$ cat src/rtl/pipe_ctrl.sv
// pipe_ctrl: pipeline hazard/redirect controller.
// Drives per-stage stall holds, branch redirects (with a PEND state that keeps
// the redirect alive while IF is blocked), a sticky stall-timeout hang flag,
// and optional performance counters enabled by the macro PIPE_CTRL_PERF_EN.
module pipe_ctrl #(
  parameter int unsigned STALL_TIMEOUT = 1023
) (
  input  logic        clk,
  input  logic        rst_n,
  input  logic        stallreq_if,
  input  logic        stallreq_id,
  input  logic        stallreq_ex,
  input  logic        stallreq_mem,
  input  logic        br_req,
  input  logic [63:0] br_target,
  output logic [5:0]  stall,
  output logic        br_e,
  output logic [63:0] br_addr,
  output logic        hang,
  output logic [31:0] perf_stall_cyc,
  output logic [31:0] perf_flush_cnt
);

  localparam int unsigned CW = (STALL_TIMEOUT < 1) ? 1 : $clog2(STALL_TIMEOUT + 1);
  localparam logic [CW-1:0] TO_MAX = CW'(STALL_TIMEOUT);

  typedef enum logic {RUN = 1'b0, PEND = 1'b1} state_t;

  state_t        r_state;
  state_t        w_state_nxt;
  logic [63:0]   r_redir;
  logic [CW-1:0] r_to_cnt;
  logic          r_hang;
  logic          w_accept;

  // Stall encoding: the highest requesting stage holds itself and everything
  // upstream, so the stage just below it always sees a bubble.
  always_comb begin
    stall = 6'b000000;
    if (rst_n) begin
      if (stallreq_mem)      stall = 6'b011111;
      else if (stallreq_ex)  stall = 6'b001111;
      else if (stallreq_id)  stall = 6'b000111;
      else if (stallreq_if)  stall = 6'b000011;
    end
  end

  // A branch is taken only when EX/MEM advances; a held EX keeps br_req up.
  assign w_accept = rst_n && br_req && !stall[3] && (r_state == RUN);

  // State register; a reset in PEND throws the pending redirect away.
  always_ff @(posedge clk) begin
    if (!rst_n) r_state <= RUN;
    else        r_state <= w_state_nxt;
  end

  // Next state: go PEND when IF cannot take the redirect this cycle.
  always_comb begin
    w_state_nxt = r_state;
    case (r_state)
      RUN:  if (w_accept && stallreq_if) w_state_nxt = PEND;
      PEND: if (!stallreq_if)            w_state_nxt = RUN;
      default: w_state_nxt = RUN;
    endcase
  end

  // Redirect outputs: live target on accept, saved target while pending.
  always_comb begin
    br_e    = 1'b0;
    br_addr = 64'b0;
    if (rst_n) begin
      case (r_state)
        RUN: if (w_accept) begin
          br_e    = 1'b1;
          br_addr = br_target;
        end
        PEND: begin
          br_e    = 1'b1;
          br_addr = r_redir;
        end
        default: ;
      endcase
    end
  end

  // Capture the redirect target when it has to survive an IF stall.
  always_ff @(posedge clk) begin
    if (!rst_n)                       r_redir <= 64'b0;
    else if (w_accept && stallreq_if) r_redir <= br_target;
  end

  // Consecutive PC-stall counter, saturating; hang latches once it tops out.
  always_ff @(posedge clk) begin
    if (!rst_n) begin
      r_to_cnt <= '0;
      r_hang   <= 1'b0;
    end else begin
      if (!stall[0])               r_to_cnt <= '0;
      else if (r_to_cnt != TO_MAX) r_to_cnt <= r_to_cnt + 1'b1;
      if (stall[0] && r_to_cnt == TO_MAX) r_hang <= 1'b1;
    end
  end

  assign hang = r_hang;

`ifdef PIPE_CTRL_PERF_EN
  logic [31:0] r_perf_stall;
  logic [31:0] r_perf_flush;

  // Performance counters: stalled PC cycles and accepted branches, wrapping.
  always_ff @(posedge clk) begin
    if (!rst_n) begin
      r_perf_stall <= 32'b0;
      r_perf_flush <= 32'b0;
    end else begin
      if (stall[0]) r_perf_stall <= r_perf_stall + 32'd1;
      if (w_accept) r_perf_flush <= r_perf_flush + 32'd1;
    end
  end

  assign perf_stall_cyc = r_perf_stall;
  assign perf_flush_cnt = r_perf_flush;
`else
  assign perf_stall_cyc = 32'b0;
  assign perf_flush_cnt = 32'b0;
`endif

endmodule
$ cat config.mk
export PLATFORM = sky130hd
export DESIGN_NAME = pipe_ctrl
export DESIGN_NICKNAME = d
export VERILOG_FILES = /design/src/rtl/pipe_ctrl.sv
export SDC_FILE = /design/constraint.sdc
export NUM_CORES = 1
export LEC_CHECK = 0
export CAP_MARGIN = 30
export CORE_ASPECT_RATIO = 0.75
export CORE_MARGIN = 1
export CORE_UTILIZATION = 39
export CTS_CLUSTER_SIZE = 14
export DETAILED_ROUTE_END_ITERATION = 6
export GPL_TIMING_DRIVEN = 0
export PLACE_DENSITY = 0.81
export SLEW_MARGIN = 10
export SYNTH_ARGS = -nofsm -noshare
export SYNTH_HDL_FRONTEND = slang
export SYNTH_SLANG_ARGS = --single-unit
$ cat constraint.sdc
create_clock -name clk -period 1.3 [get_ports clk]
set_input_delay 0.13 -clock clk [delete_from_list [all_inputs] [get_ports clk]]
set_output_delay 0.13 -clock clk [all_outputs]
set_load 0.03 [all_outputs]
==> insert_results.sql, run 1 <==
INSERT INTO impl_metrics (metric_group, metric, value, unit) VALUES
('outcome', 'outcome', 'finished with violations', ''),
('outcome', 'violations_in_the_final_reports', 'negative setup slack', ''),
('synth', 'synth_top_area_share', '31.7', '%'),
('timing', 'finClkSkew', '0.00337', 'ns'),
('pwr', 'clkPwrFrac', '42.0', '%'),
('grt', 'overall_routing_resource_usage', '25.2', '%'),
('setup_path', 'timing.critical_path.to_type', 'output pin', ''),
('pwr', 'seq_power_share', '35.7', '%'),
('cts', 'insertion_delay', '0.33', 'ns'),
('placed_design', 'finalWeightedCongestion', '0.858', ''),
('placed_design', 'port_buffers', '141', ''),
('placed_design', 'hpwlAfterDp', '11000', 'um'),
('setup_path', 'arrival', '1.63', 'ns'),
('timing', 'final_min_period_over_clock_period', '135', '%'),
('pwr', 'switching_power', '1.88', 'mW'),
('synth', 'syn_inst', '526', ''),
('timing', 'fin_ws', '-0.461', 'ns'),
('drt', 'drt-met1-wl', '6830', 'um'),
('drt', 'topRoutingLayerUsed', 'met4', ''),
('layout', 'antennaDiodeCount', '0', ''),
('cts', 'tritoncts', 'yes', ''),
('drt', 'totalWireLength', '16500', 'um'),
('timing', 'final_period_minus_worst_setup_slack', '1.76', 'ns'),
('cts', 'cts-buffers-inserted', '9', ''),
('floorplanning', 'rows', '34', ''),
('synth', 'seq_area_frac_synth', '31.7', '%'),
('pwr', 'leakagePower', '3.18', 'nW'),
('worst_hold_path', 'worstHoldPathType', 'primary input to register', ''),
('grt', 'grt_remaining_overflow', '0', ''),
('setup_path', 'worstPathMaxFanout', '7', ''),
('synth', 'cell_accounting_for_the_most_synthesized_area', 'sky130_fd_sc_hd__dfxtp_1', ''),
('cts', 'cts.clk_slew.worst_paths', '0.06', 'ns'),
('drt', 'antenna_viol_nets_final', '0', ''),
('pwr', 'power.switching_fraction', '27.9', '%'),
('timing', 'report.final.slew_viol_count', '0', ''),
('pwr', 'comb_power_share', '22.3', '%'),
('drt', 'route.met2.wl', '8310', 'um'),
('synth', 'avgSynthCellArea', '9.13', 'um^2'),
('floorplanning', 'floorplan.initialDensity', '40.8', '%'),
('pwr', 'power.total', '6.73', 'mW'),
('grt', 'antenna_found_initial', '0', ''),
('setup_path', 'worst-endpoint-required', '1.17', 'ns'),
('drt', 'post-route-drc-count', '0', ''),
('floorplanning', 'die_y', '98.1', 'um'),
('grt', 'via_count_of_the_first_global_routing_pass', '4932', ''),
('drt', 'iteration_0_drc_markers', '388', ''),
('floorplanning', 'ioPinCount', '207', ''),
('cts', 'cts.root.buffer_cell', 'sky130_fd_sc_hd__clkbuf_16', ''),
('layout', 'num-nets-final', '826', ''),
('floorplanning', 'core-area', '11800', 'um^2'),
('synth', 'synth_async_sr_flop_share', '0', '%'),
('pwr', 'intPower', '4.85', 'mW'),
('layout', 'area_delta_synth_final', '63.3', '%'),
('grt', 'grt_pass1_wl', '25600', 'um'),
('run', 'maxcap_violations', '0', ''),
('drt', 'avgRoutedWirePerCell', '17.9', 'um'),
('timing', 'setup_repair_after_global_routing_missed_its_margin', 'yes', ''),
('timing', 'worstMarginPinSlew', '0.526', 'ns'),
('synth', 'ys_top_cells_by_area', 'sky130_fd_sc_hd__dfxtp_1, sky130_fd_sc_hd__o31ai_2, sky130_fd_sc_hd__a22o_1', ''),
('floorplanning', 'floorplan.die_area', '12800', 'um^2'),
('pwr', 'p_per_area', '858', 'nW/um^2'),
('layout', 'final_core_util', '66.6', '%'),
('timing', 'max_freq', '568', 'MHz'),
('cts', 'buffers_from_clock_root_to_sink_at_most', '2', ''),
('timing', 'timing.slew.headroom', '64.9', '%'),
('drt', 'num_vias', '5093', ''),
('synth', 'yosysWarnings', '0', ''),
('setup_path', 'timing.reg2reg.setup_slack', '-0.09', 'ns'),
('drt', 'met3WireLength', '1180', 'um'),
('timing', 'setup-violations-final', '109', ''),
('synth', 'synth_flop_cell', 'sky130_fd_sc_hd__dfxtp_1', ''),
('floorplanning', 'die-width', '130', 'um'),
('cts', 'tritoncts_num_sinks', '76', ''),
('pwr', 'ir_drop', '0.777', 'mV'),
('layout', 'drive_gt1_share', '47.0', '%'),
('synth', 'yosys_register_bits', '76', ''),
('cts', 'htree_levels', '3', ''),
('grt', 'grt_max_degree', '13', ''),
('synth', 'post_synth_edffs', '0', ''),
('synth', 'synthesis.area', '4800', 'um^2'),
('setup_path', 'worst-setup-path-type', 'register to output pin', ''),
('synth', 'synth_cell_types', '38', ''),
('setup_path', 'critical_path.startpoint_type', 'register', ''),
('drt', 'viasPerCell', '5.53', ''),
('timing', 'hold_violations', '0', ''),
('drt', 'drt_pass1_iterations', '5', '');
layout make-up:
| class | count | area, um^2 |
|---|---|---|
| clock buffers | 11 | 233 |
| well taps | 162 | 203 |
| multi-input cells | 381 | 3120 |
| flip-flops and latches | 76 | 1530 |
| inverters | 3 | 13.8 |
| clock inverters | 5 | 100 |
| plain buffers | 127 | 1000 |
| repair buffers | 156 | 1640 |
| fillers | 904 | 3940 |
placed cells by master, fill, tap and decap left out, types with 3 or more instances in the layout:
| cell type | synthesis | layout |
|---|---|---|
| sky130_fd_sc_hd__buf_2 | 26 | 18 |
| sky130_fd_sc_hd__buf_6 | 7 | 60 |
| sky130_fd_sc_hd__a22o_4 | 0 | 34 |
| sky130_fd_sc_hd__nor3_1 | 4 | 3 |
| sky130_fd_sc_hd__buf_4 | 66 | 93 |
| sky130_fd_sc_hd__dlygate4sd2_1 | 0 | 5 |
| sky130_fd_sc_hd__o31ai_2 | 60 | 60 |
| sky130_fd_sc_hd__clkdlybuf4s15_2 | 0 | 3 |
| sky130_fd_sc_hd__clkbuf_2 | 0 | 5 |
| sky130_fd_sc_hd__and2_1 | 4 | 3 |
| sky130_fd_sc_hd__conb_1 | 1 | 65 |
| sky130_fd_sc_hd__bufinv_16 | 0 | 3 |
| sky130_fd_sc_hd__clkdlybuf4s50_1 | 0 | 64 |
| sky130_fd_sc_hd__nand3_1 | 6 | 5 |
| sky130_fd_sc_hd__clkbuf_8 | 0 | 5 |
| sky130_fd_sc_hd__o31ai_1 | 5 | 4 |
| sky130_fd_sc_hd__nor2_1 | 3 | 3 |
| sky130_fd_sc_hd__a31oi_1 | 5 | 3 |
| sky130_fd_sc_hd__buf_8 | 0 | 11 |
| sky130_fd_sc_hd__nand2_1 | 5 | 5 |
| sky130_fd_sc_hd__clkbuf_16 | 0 | 12 |
| sky130_fd_sc_hd__a22o_1 | 64 | 4 |
| sky130_fd_sc_hd__a22o_2 | 0 | 26 |
| sky130_fd_sc_hd__clkbuf_1 | 27 | 14 |
| sky130_fd_sc_hd__nand4_1 | 65 | 65 |
| sky130_fd_sc_hd__dfxtp_1 | 76 | 72 |
| sky130_fd_sc_hd__a21oi_1 | 67 | 67 |
registers in the layout, indices dropped and copies added (netlist names):
register and count:
r_state 1, hang 1, r_to_cnt 10, r_redir 64
cells by family after synthesis:
group | share of synthesized area [%]
simple gates | 12.8
mux | 0.417
fa+ha+maj | 0.260
compound gates | 37.5
buf+inv | 17.3
flops | 31.7
other cells | 0.0781
power groups by stage:
stage	Combinational [mW]	Sequential, mW	Clock (mW)
2_1_floorplan	0.891	2.43	0
3_3_place_gp	1.32	2.44	0
3_5_place_dp	1.35	2.44	0
4_1_cts	1.46	2.40	2.87
5_1_grt	1.58	2.40	2.97
6_report	1.50	2.40	2.82
synth_stat cells (3+ instances only):
cell / n
sky130_fd_sc_hd__a21oi_1: 67
sky130_fd_sc_hd__a22o_1: 64
sky130_fd_sc_hd__a31oi_1: 5
sky130_fd_sc_hd__and2_1: 4
sky130_fd_sc_hd__and3_1: 4
sky130_fd_sc_hd__buf_1: 4
sky130_fd_sc_hd__buf_2: 26
sky130_fd_sc_hd__buf_4: 66
sky130_fd_sc_hd__buf_6: 7
sky130_fd_sc_hd__clkbuf_1: 27
sky130_fd_sc_hd__dfxtp_1: 76
sky130_fd_sc_hd__inv_1: 3
sky130_fd_sc_hd__nand2_1: 5
sky130_fd_sc_hd__nand2b_1: 3
sky130_fd_sc_hd__nand3_1: 6
sky130_fd_sc_hd__nand4_1: 65
sky130_fd_sc_hd__nor2_1: 3
sky130_fd_sc_hd__nor3_1: 4
sky130_fd_sc_hd__o31ai_1: 5
sky130_fd_sc_hd__o31ai_2: 60
routing by layer:
layer,vias to the layer above,GRT usage [%]
met5,-,0
met4,0,5.99
met3,18,4.77
met2,234,43.7
met1,2460,31.8
li1,2381,-
critical path: stages, from the launching register on:
cell                       delay (ns)
sky130_fd_sc_hd__dfxtp_2         0.34
sky130_fd_sc_hd__nand2b_4        0.13
sky130_fd_sc_hd__nor2_4          0.05
sky130_fd_sc_hd__buf_8           0.12
sky130_fd_sc_hd__buf_12          0.14
sky130_fd_sc_hd__buf_8           0.13
sky130_fd_sc_hd__a22o_4          0.24
sky130_fd_sc_hd__buf_6           0.13
per-stage QoR:
step	std cells	hold WS [ns]	instance area (um^2)	setup slack [ns]	setup TNS (ns)
after floorplan	590	0.243	5140	-0.0126	-0.722
final	921	0.227	7840	-0.461	-28.65
after CTS	919	0.225	7690	-0.466	-27.94
after detailed placement	893	0.446	6760	-1.40	-134.63
after global routing	921	0.268	7840	-0.499	-34.07
after global placement	893	0.440	6760	-1.38	-126.84
what timing repair did:
item | in CTS | in global routing
gates cloned | 4 | 2
endpoints found under the setup margin | 146 | 135
pin swaps | 37 | 5
hold buffers | 0 | 0
setup buffers | 9 | 0
gates resized for setup | 578 | 31
final timing paths:
kind	startpoint	to	cells after the start
worst min-delay path	rst_n	hang	3
worst min register to register	hang	hang	2
worst max register to register	r_state	r_redir[24]	5
worst max-delay path	r_state	br_addr[47]	7
No activity file was read; power rests on OpenSTA's default activity.
==> inputs of run 2 (changes only) <==
Settings changed: CORE_UTILIZATION 39 to 43, PLACE_DENSITY 0.81 to 0.84.
Clock period 1.3 ns to 1.65 ns, I/O delays scaled along.
==> insert_results.sql, run 2 (synthesis gave the netlist of run 1 again) <==
INSERT INTO impl_metrics (metric_group, metric, value, unit) VALUES
('outcome', 'outcome', 'finished with violations', ''),
('outcome', 'violations_in_the_final_reports', 'negative setup slack', ''),
('setup_path', 'timing.critical_path.to_type', 'output pin', ''),
('drt', 'num_vias', '5138', ''),
('timing', 'worst_hold_slack', '0.172', 'ns'),
('cts', 'tritoncts', 'yes', ''),
('drt', 'drt_pass1_iterations', '5', ''),
('drt', 'viasPerCell', '5.75', ''),
('timing', 'fin_tns_setup', '-3.94', 'ns'),
('cts', 'cts.root.buffer_cell', 'sky130_fd_sc_hd__clkbuf_16', ''),
('timing', 'finClkSkew', '0.00843', 'ns'),
('layout', 'largest_register', 'r_redir', ''),
('grt', 'antenna_found_initial', '0', ''),
('grt', 'grt_max_degree', '13', ''),
('drt', 'antenna_viol_nets_final', '0', ''),
('setup_path', 'critical_path.startpoint_type', 'register', ''),
('floorplanning', 'die-width', '124', 'um'),
('drt', 'avgRoutedWirePerCell', '17.2', 'um'),
('layout', 'largest_register_ff_count', '64', ''),
('timing', 'hold_violations', '0', ''),
('cts', 'buffers_from_clock_root_to_sink_at_most', '2', ''),
('floorplanning', 'floorplan.die_area', '11600', 'um^2'),
('layout', 'fin_area', '7190', 'um^2'),
('pwr', 'ir_drop', '0.603', 'mV'),
('timing', 'setup-violations-final', '64', ''),
('setup_path', 'critPathBufInv', '4', ''),
('placed_design', 'cell_area_reported_after_detailed_placement', '6630', 'um^2'),
('grt', 'grt_pass1_wl', '23500', 'um'),
('cts', 'cts.clk_slew.worst_paths', '0.06', 'ns'),
('worst_hold_path', 'worstHoldPathType', 'primary input to register', ''),
('setup_path', 'cell_chain_critical_path', 'nand2b_4, nor2_4, buf_12, buf_12, buf_8, a22o_1, buf_6', ''),
('layout', 'n_fill_cell', '860', ''),
('floorplanning', 'core-area', '10900', 'um^2'),
('cts', 'tritoncts_num_sinks', '76', ''),
('placed_design', 'finalWeightedCongestion', '0.879', ''),
('timing', 'max_freq', '549', 'MHz'),
('cts', 'insertion_delay', '0.34', 'ns'),
('layout', 'num-nets-final', '820', ''),
('timing', 'final_period_minus_worst_setup_slack', '1.82', 'ns'),
('cts', 'cts-buffers-inserted', '9', ''),
('timing', 'final_min_period_over_clock_period', '110', '%'),
('floorplanning', 'ioPinCount', '207', ''),
('grt', 'via_count_of_the_first_global_routing_pass', '4646', ''),
('cts', 'post_cts_hold_buffer_count', '0', ''),
('placed_design', 'port_buffers', '141', ''),
('drt', 'iteration_0_drc_markers', '399', ''),
('drt', 'totalWireLength', '15300', 'um'),
('cts', 'htree_levels', '3', ''),
('layout', 'largestRegisters', 'r_redir x64, r_to_cnt x10', ''),
('pwr', 'power.total', '5.24', 'mW'),
('layout', 'antennaDiodeCount', '0', ''),
('run', 'maxcap_violations', '0', ''),
('placed_design', 'hpwlAfterDp', '10500', 'um'),
('grt', 'overall_routing_resource_usage', '25.9', '%'),
('setup_path', 'cp_slowest_cell', 'sky130_fd_sc_hd__dfxtp_2', ''),
('layout', 'drive_gt1_share', '35.6', '%'),
('setup_path', 'worst-setup-path-type', 'register to output pin', ''),
('setup_path', 'worst-endpoint-required', '1.48', 'ns'),
('drt', 'post-route-drc-count', '0', ''),
('layout', 'most_frequent_standard_cell_in_the_layout_excluding_fill_and_tap_cells', 'sky130_fd_sc_hd__buf_4', ''),
('timing', 'report.final.slew_viol_count', '0', ''),
('timing', 'timing.slew.headroom', '62.6', '%'),
('setup_path', 'arrival', '1.66', 'ns'),
('setup_path', 'worstPathMaxFanout', '8', ''),
('setup_path', 'cp_common_cell', 'sky130_fd_sc_hd__buf_12', ''),
('floorplanning', 'die_y', '93.5', 'um'),
('pwr', 'leakagePower', '2.84', 'nW'),
('floorplanning', 'rows', '33', ''),
('setup_path', 'slowest_delay', '0.35', 'ns'),
('floorplanning', 'floorplan.initialDensity', '44.1', '%'),
('timing', 'fin_ws', '-0.170', 'ns'),
('layout', 'area_delta_synth_final', '49.6', '%'),
('timing', 'setup_repair_after_global_routing_missed_its_margin', 'yes', ''),
('timing', 'worstMarginPinSlew', '0.562', 'ns'),
('setup_path', 'cp_top_family', 'buffers and inverters', ''),
('grt', 'grt_remaining_overflow', '0', ''),
('layout', 'most-common-layout-cells', 'sky130_fd_sc_hd__buf_4, sky130_fd_sc_hd__dfxtp_1, sky130_fd_sc_hd__clkdlybuf4s50_1', ''),
('pwr', 'p_per_area', '729', 'nW/um^2');
-- run 2: worst paths after layout --
path / endpoint / depth (start not counted) / slack, ns / startpoint
worst max-delay path: br_addr[44] / 7 / -0.17 / r_state
worst min-delay path: hang / 3 / 0.17 / rst_n
worst max register to register: r_redir[5] / 5 / 0.11 / r_state
worst min register to register: hang / 2 / 0.45 / hang
-- run 2: final cells by class --
type / count / area [um^2] / share of cell area [%]
Buffer: 129 / 885 / 12.3
Clock buffer: 11 / 233 / 3.24
Clock inverter: 5 / 100 / 1.39
Inverter: 3 / 11.3 / 0.157
Multi-Input combinational cell: 381 / 2710 / 37.7
Sequential cell: 76 / 1520 / 21.2
Tap cell: 140 / 175 / 2.44
Timing Repair Buffer: 148 / 1550 / 21.6
-- run 2: where the power goes --
| group | switching, mW | leakage, nW | internal (mW) |
|---|---|---|---|
| combinational | 0.672 | 2.07 | 0.435 |
| sequential | 0.0215 | 0.614 | 1.86 |
| clock | 0.771 | 0.163 | 1.47 |
| total | 1.46 | 2.84 | 3.77 |
-- run 2: layer usage --
metal,global-route usage [%],vias to the layer above,routed length (um)
li1,-,2356,-
met1,33.3,2449,6350
met2,42.4,304,7310
met3,5.91,29,1430
met4,8.63,0,250
met5,0,-,0
-- run 2: what timing repair did --
action	CTS	global route
resized for setup	494	13
endpoints found under the setup margin	77	127
pin swaps	24	8
gates cloned	1	0
buffers inserted	6	0
-- run 2: per-stage QoR --
stage | utilization (%) | setup WS (ns) | instances
finish | 65.9 | -0.170 | 893
global route | 65.9 | -0.218 | 893
CTS | 66.1 | -0.165 | 893
detailed placement | 60.8 | -1.35 | 871
global placement | 60.8 | -1.36 | 871
floorplan | - | 0.144 | 590
-- run 2: worst reg2reg max path, cell delays in order (launching register included) --
cell	delay [ns]
sky130_fd_sc_hd__dfxtp_2	0.33
sky130_fd_sc_hd__nor2b_1	0.09
sky130_fd_sc_hd__buf_2	0.25
sky130_fd_sc_hd__clkbuf_1	0.42
sky130_fd_sc_hd__nand4_1	0.19
sky130_fd_sc_hd__a21oi_1	0.19
==> inputs of run 3 (changes only) <==
Settings changed: SKIP_LAST_GASP set to 1, TNS_END_PERCENT set to 5.
==> insert_results.sql, run 3 (synthesis gave the netlist of run 1 again) <==
INSERT INTO impl_metrics (metric_group, metric, value, unit) VALUES
('outcome', 'outcome', 'finished with violations', ''),
('outcome', 'violations_in_the_final_reports', 'negative setup slack', ''),
('layout', 'largestRegisters', 'r_redir x64, r_to_cnt x10', ''),
('drt', 'antenna_viol_nets_final', '0', ''),
('pwr', 'leakagePower', '2.84', 'nW'),
('timing', 'setup_repair_after_global_routing_missed_its_margin', 'yes', ''),
('drt', 'totalWireLength', '15400', 'um'),
('timing', 'report.final.slew_viol_count', '0', ''),
('layout', 'largest_register', 'r_redir', ''),
('setup_path', 'worstPathMaxFanout', '7', ''),
('run', 'maxcap_violations', '0', ''),
('floorplanning', 'floorplan.die_area', '11600', 'um^2'),
('layout', 'drive_gt1_share', '34.9', '%'),
('cts', 'cts-buffers-inserted', '9', ''),
('layout', 'most_frequent_standard_cell_in_the_layout_excluding_fill_and_tap_cells', 'sky130_fd_sc_hd__buf_4', ''),
('setup_path', 'critical_path.startpoint_type', 'register', ''),
('floorplanning', 'die_y', '93.5', 'um'),
('timing', 'final_period_minus_worst_setup_slack', '1.85', 'ns'),
('layout', 'num-nets-final', '824', ''),
('grt', 'grt_max_degree', '13', ''),
('worst_hold_path', 'holdCritStartpoint', 'rst_n', ''),
('layout', 'most-common-layout-cells', 'sky130_fd_sc_hd__buf_4, sky130_fd_sc_hd__dfxtp_1, sky130_fd_sc_hd__clkdlybuf4s50_1', ''),
('drt', 'drt_pass1_iterations', '5', ''),
('timing', 'timing.slew.headroom', '59.6', '%'),
('setup_path', 'r2r_start', 'r_to_cnt[0]', ''),
('setup_path', 'arrival', '1.68', 'ns'),
('pwr', 'p_per_area', '739', 'nW/um^2'),
('floorplanning', 'floorplan.initialDensity', '44.1', '%'),
('grt', 'overall_routing_resource_usage', '25.8', '%'),
('drt', 'post-route-drc-count', '0', ''),
('drt', 'route.met2.wl', '7380', 'um'),
('setup_path', 'r2r.worst_path.cells', '4', ''),
('cts', 'post_cts_hold_buffer_count', '0', ''),
('placed_design', 'port_buffers', '141', ''),
('grt', 'grt_pass1_wl', '23400', 'um'),
('cts', 'insertion_delay', '0.34', 'ns'),
('layout', 'final_core_util', '64.9', '%'),
('floorplanning', 'rows', '33', ''),
('drt', 'viasPerCell', '5.68', ''),
('timing', 'final_min_period_over_clock_period', '112', '%'),
('setup_path', 'timing.reg2reg.setup_slack', '0.10', 'ns'),
('cts', 'buffers_from_clock_root_to_sink_at_most', '2', ''),
('cts', 'htree_levels', '3', ''),
('layout', 'area_delta_synth_final', '47.4', '%'),
('setup_path', 'worst-setup-path-type', 'register to output pin', ''),
('placed_design', 'finalWeightedCongestion', '0.879', ''),
('layout', 'antennaDiodeCount', '0', ''),
('drt', 'topRoutingLayerUsed', 'met4', ''),
('timing', 'max_freq', '541', 'MHz'),
('timing', 'fin_ws', '-0.199', 'ns'),
('setup_path', 'timing.critical_path.to_type', 'output pin', ''),
('drt', 'drt-met1-wl', '6520', 'um'),
('floorplanning', 'ioPinCount', '207', ''),
('placed_design', 'hpwlAfterDp', '10500', 'um'),
('timing', 'finClkSkew', '0.00949', 'ns'),
('grt', 'via_count_of_the_first_global_routing_pass', '4617', ''),
('worst_hold_path', 'holdPathEnd', 'hang', ''),
('drt', 'avgRoutedWirePerCell', '17.1', 'um'),
('worst_hold_path', 'worstHoldPathType', 'primary input to register', ''),
('drt', 'met3WireLength', '1200', 'um'),
('cts', 'cts.clk_slew.worst_paths', '0.06', 'ns'),
('timing', 'worstMarginPinSlew', '0.606', 'ns'),
('grt', 'grt_remaining_overflow', '0', ''),
('cts', 'tritoncts', 'yes', ''),
('drt', 'num_vias', '5092', ''),
('cts', 'cts.root.buffer_cell', 'sky130_fd_sc_hd__clkbuf_16', ''),
('floorplanning', 'core-area', '10900', 'um^2'),
('grt', 'antenna_found_initial', '0', ''),
('setup_path', 'reg2reg_to', 'r_to_cnt[5]', ''),
('layout', 'largest_register_ff_count', '64', ''),
('drt', 'iteration_0_drc_markers', '445', ''),
('cts', 'tritoncts_num_sinks', '76', ''),
('timing', 'setup-violations-final', '83', ''),
('timing', 'fin_tns_setup', '-7.68', 'ns'),
('timing', 'hold_violations', '0', ''),
('setup_path', 'worst-endpoint-required', '1.48', 'ns'),
('worst_hold_path', 'hold-path-cell-count', '3', ''),
('pwr', 'ir_drop', '0.599', 'mV'),
('floorplanning', 'die-width', '124', 'um');
==> run 3: per-stage QoR <==
step                      instance area, um^2  std cells  hold WS, ns  setup slack, ns  total power [mW]
after floorplan                          5040        590        0.278            0.144              2.61
after global placement                   6630        871        0.450            -1.36              2.95
after detailed placement                 6630        871        0.451            -1.35              2.98
after CTS                                7030        893        0.371           -0.165              5.23
after global routing                     7080        897        0.408           -0.229              5.39
final                                    7080        897        0.380           -0.199              5.23
==> run 3: metal layers <==
layer | track usage [%] | vias up
met5 | 0 | -
met4 | 8.83 | 0
met3 | 5.85 | 27
met2 | 42.0 | 259
met1 | 33.2 | 2443
li1 | - | 2363
==> run 3: power breakdown <==
part           internal (mW)  leakage (nW)  switching, mW
logic                  0.425          2.06          0.668
registers               1.86         0.614         0.0219
clock network           1.47         0.163          0.783
total                   3.76          2.84           1.47
==> run 3: worst max-delay path, stage by stage (launching register included) <==
cell	delay, ns
sky130_fd_sc_hd__dfxtp_2	0.33
sky130_fd_sc_hd__nand2b_4	0.15
sky130_fd_sc_hd__nor2_4	0.16
sky130_fd_sc_hd__buf_12	0.17
sky130_fd_sc_hd__buf_12	0.11
sky130_fd_sc_hd__buf_8	0.10
sky130_fd_sc_hd__a22o_1	0.18
sky130_fd_sc_hd__buf_6	0.14
==> run 3: what timing repair did <==
item / CTS / global route
pin swaps: 13 / 5
cloned: 1 / 1
endpoints found under the setup margin: 77 / 129
resized for setup: 439 / 10
buffers inserted: 6 / 5
==> run 3: worst max-delay path by stage <==
| stage | cells past startpoint | from | to | slack (ns) |
|---|---|---|---|---|
| 3_3_place_gp | 6 | rst_n | br_addr[36] | -1.36 |
| 3_5_place_dp | 6 | rst_n | br_addr[36] | -1.35 |
| 5_1_grt | 7 | r_state | br_addr[44] | -0.23 |
| 2_1_floorplan | 4 | r_state | br_addr[10] | 0.14 |
| 6_report | 7 | r_state | br_addr[44] | -0.20 |
| 4_1_cts | 7 | r_state | br_addr[44] | -0.17 |
==> run 3: final cells by class <==
type / instances / area [um^2]
fill: 903 / 3820
timing repair buffer: 152 / 1440
sequential: 76 / 1520
clock inverter: 5 / 100
multi-input combinational: 381 / 2710
inverter: 3 / 11.3
clock buffer: 11 / 233
tap: 140 / 175
buffer: 129 / 891
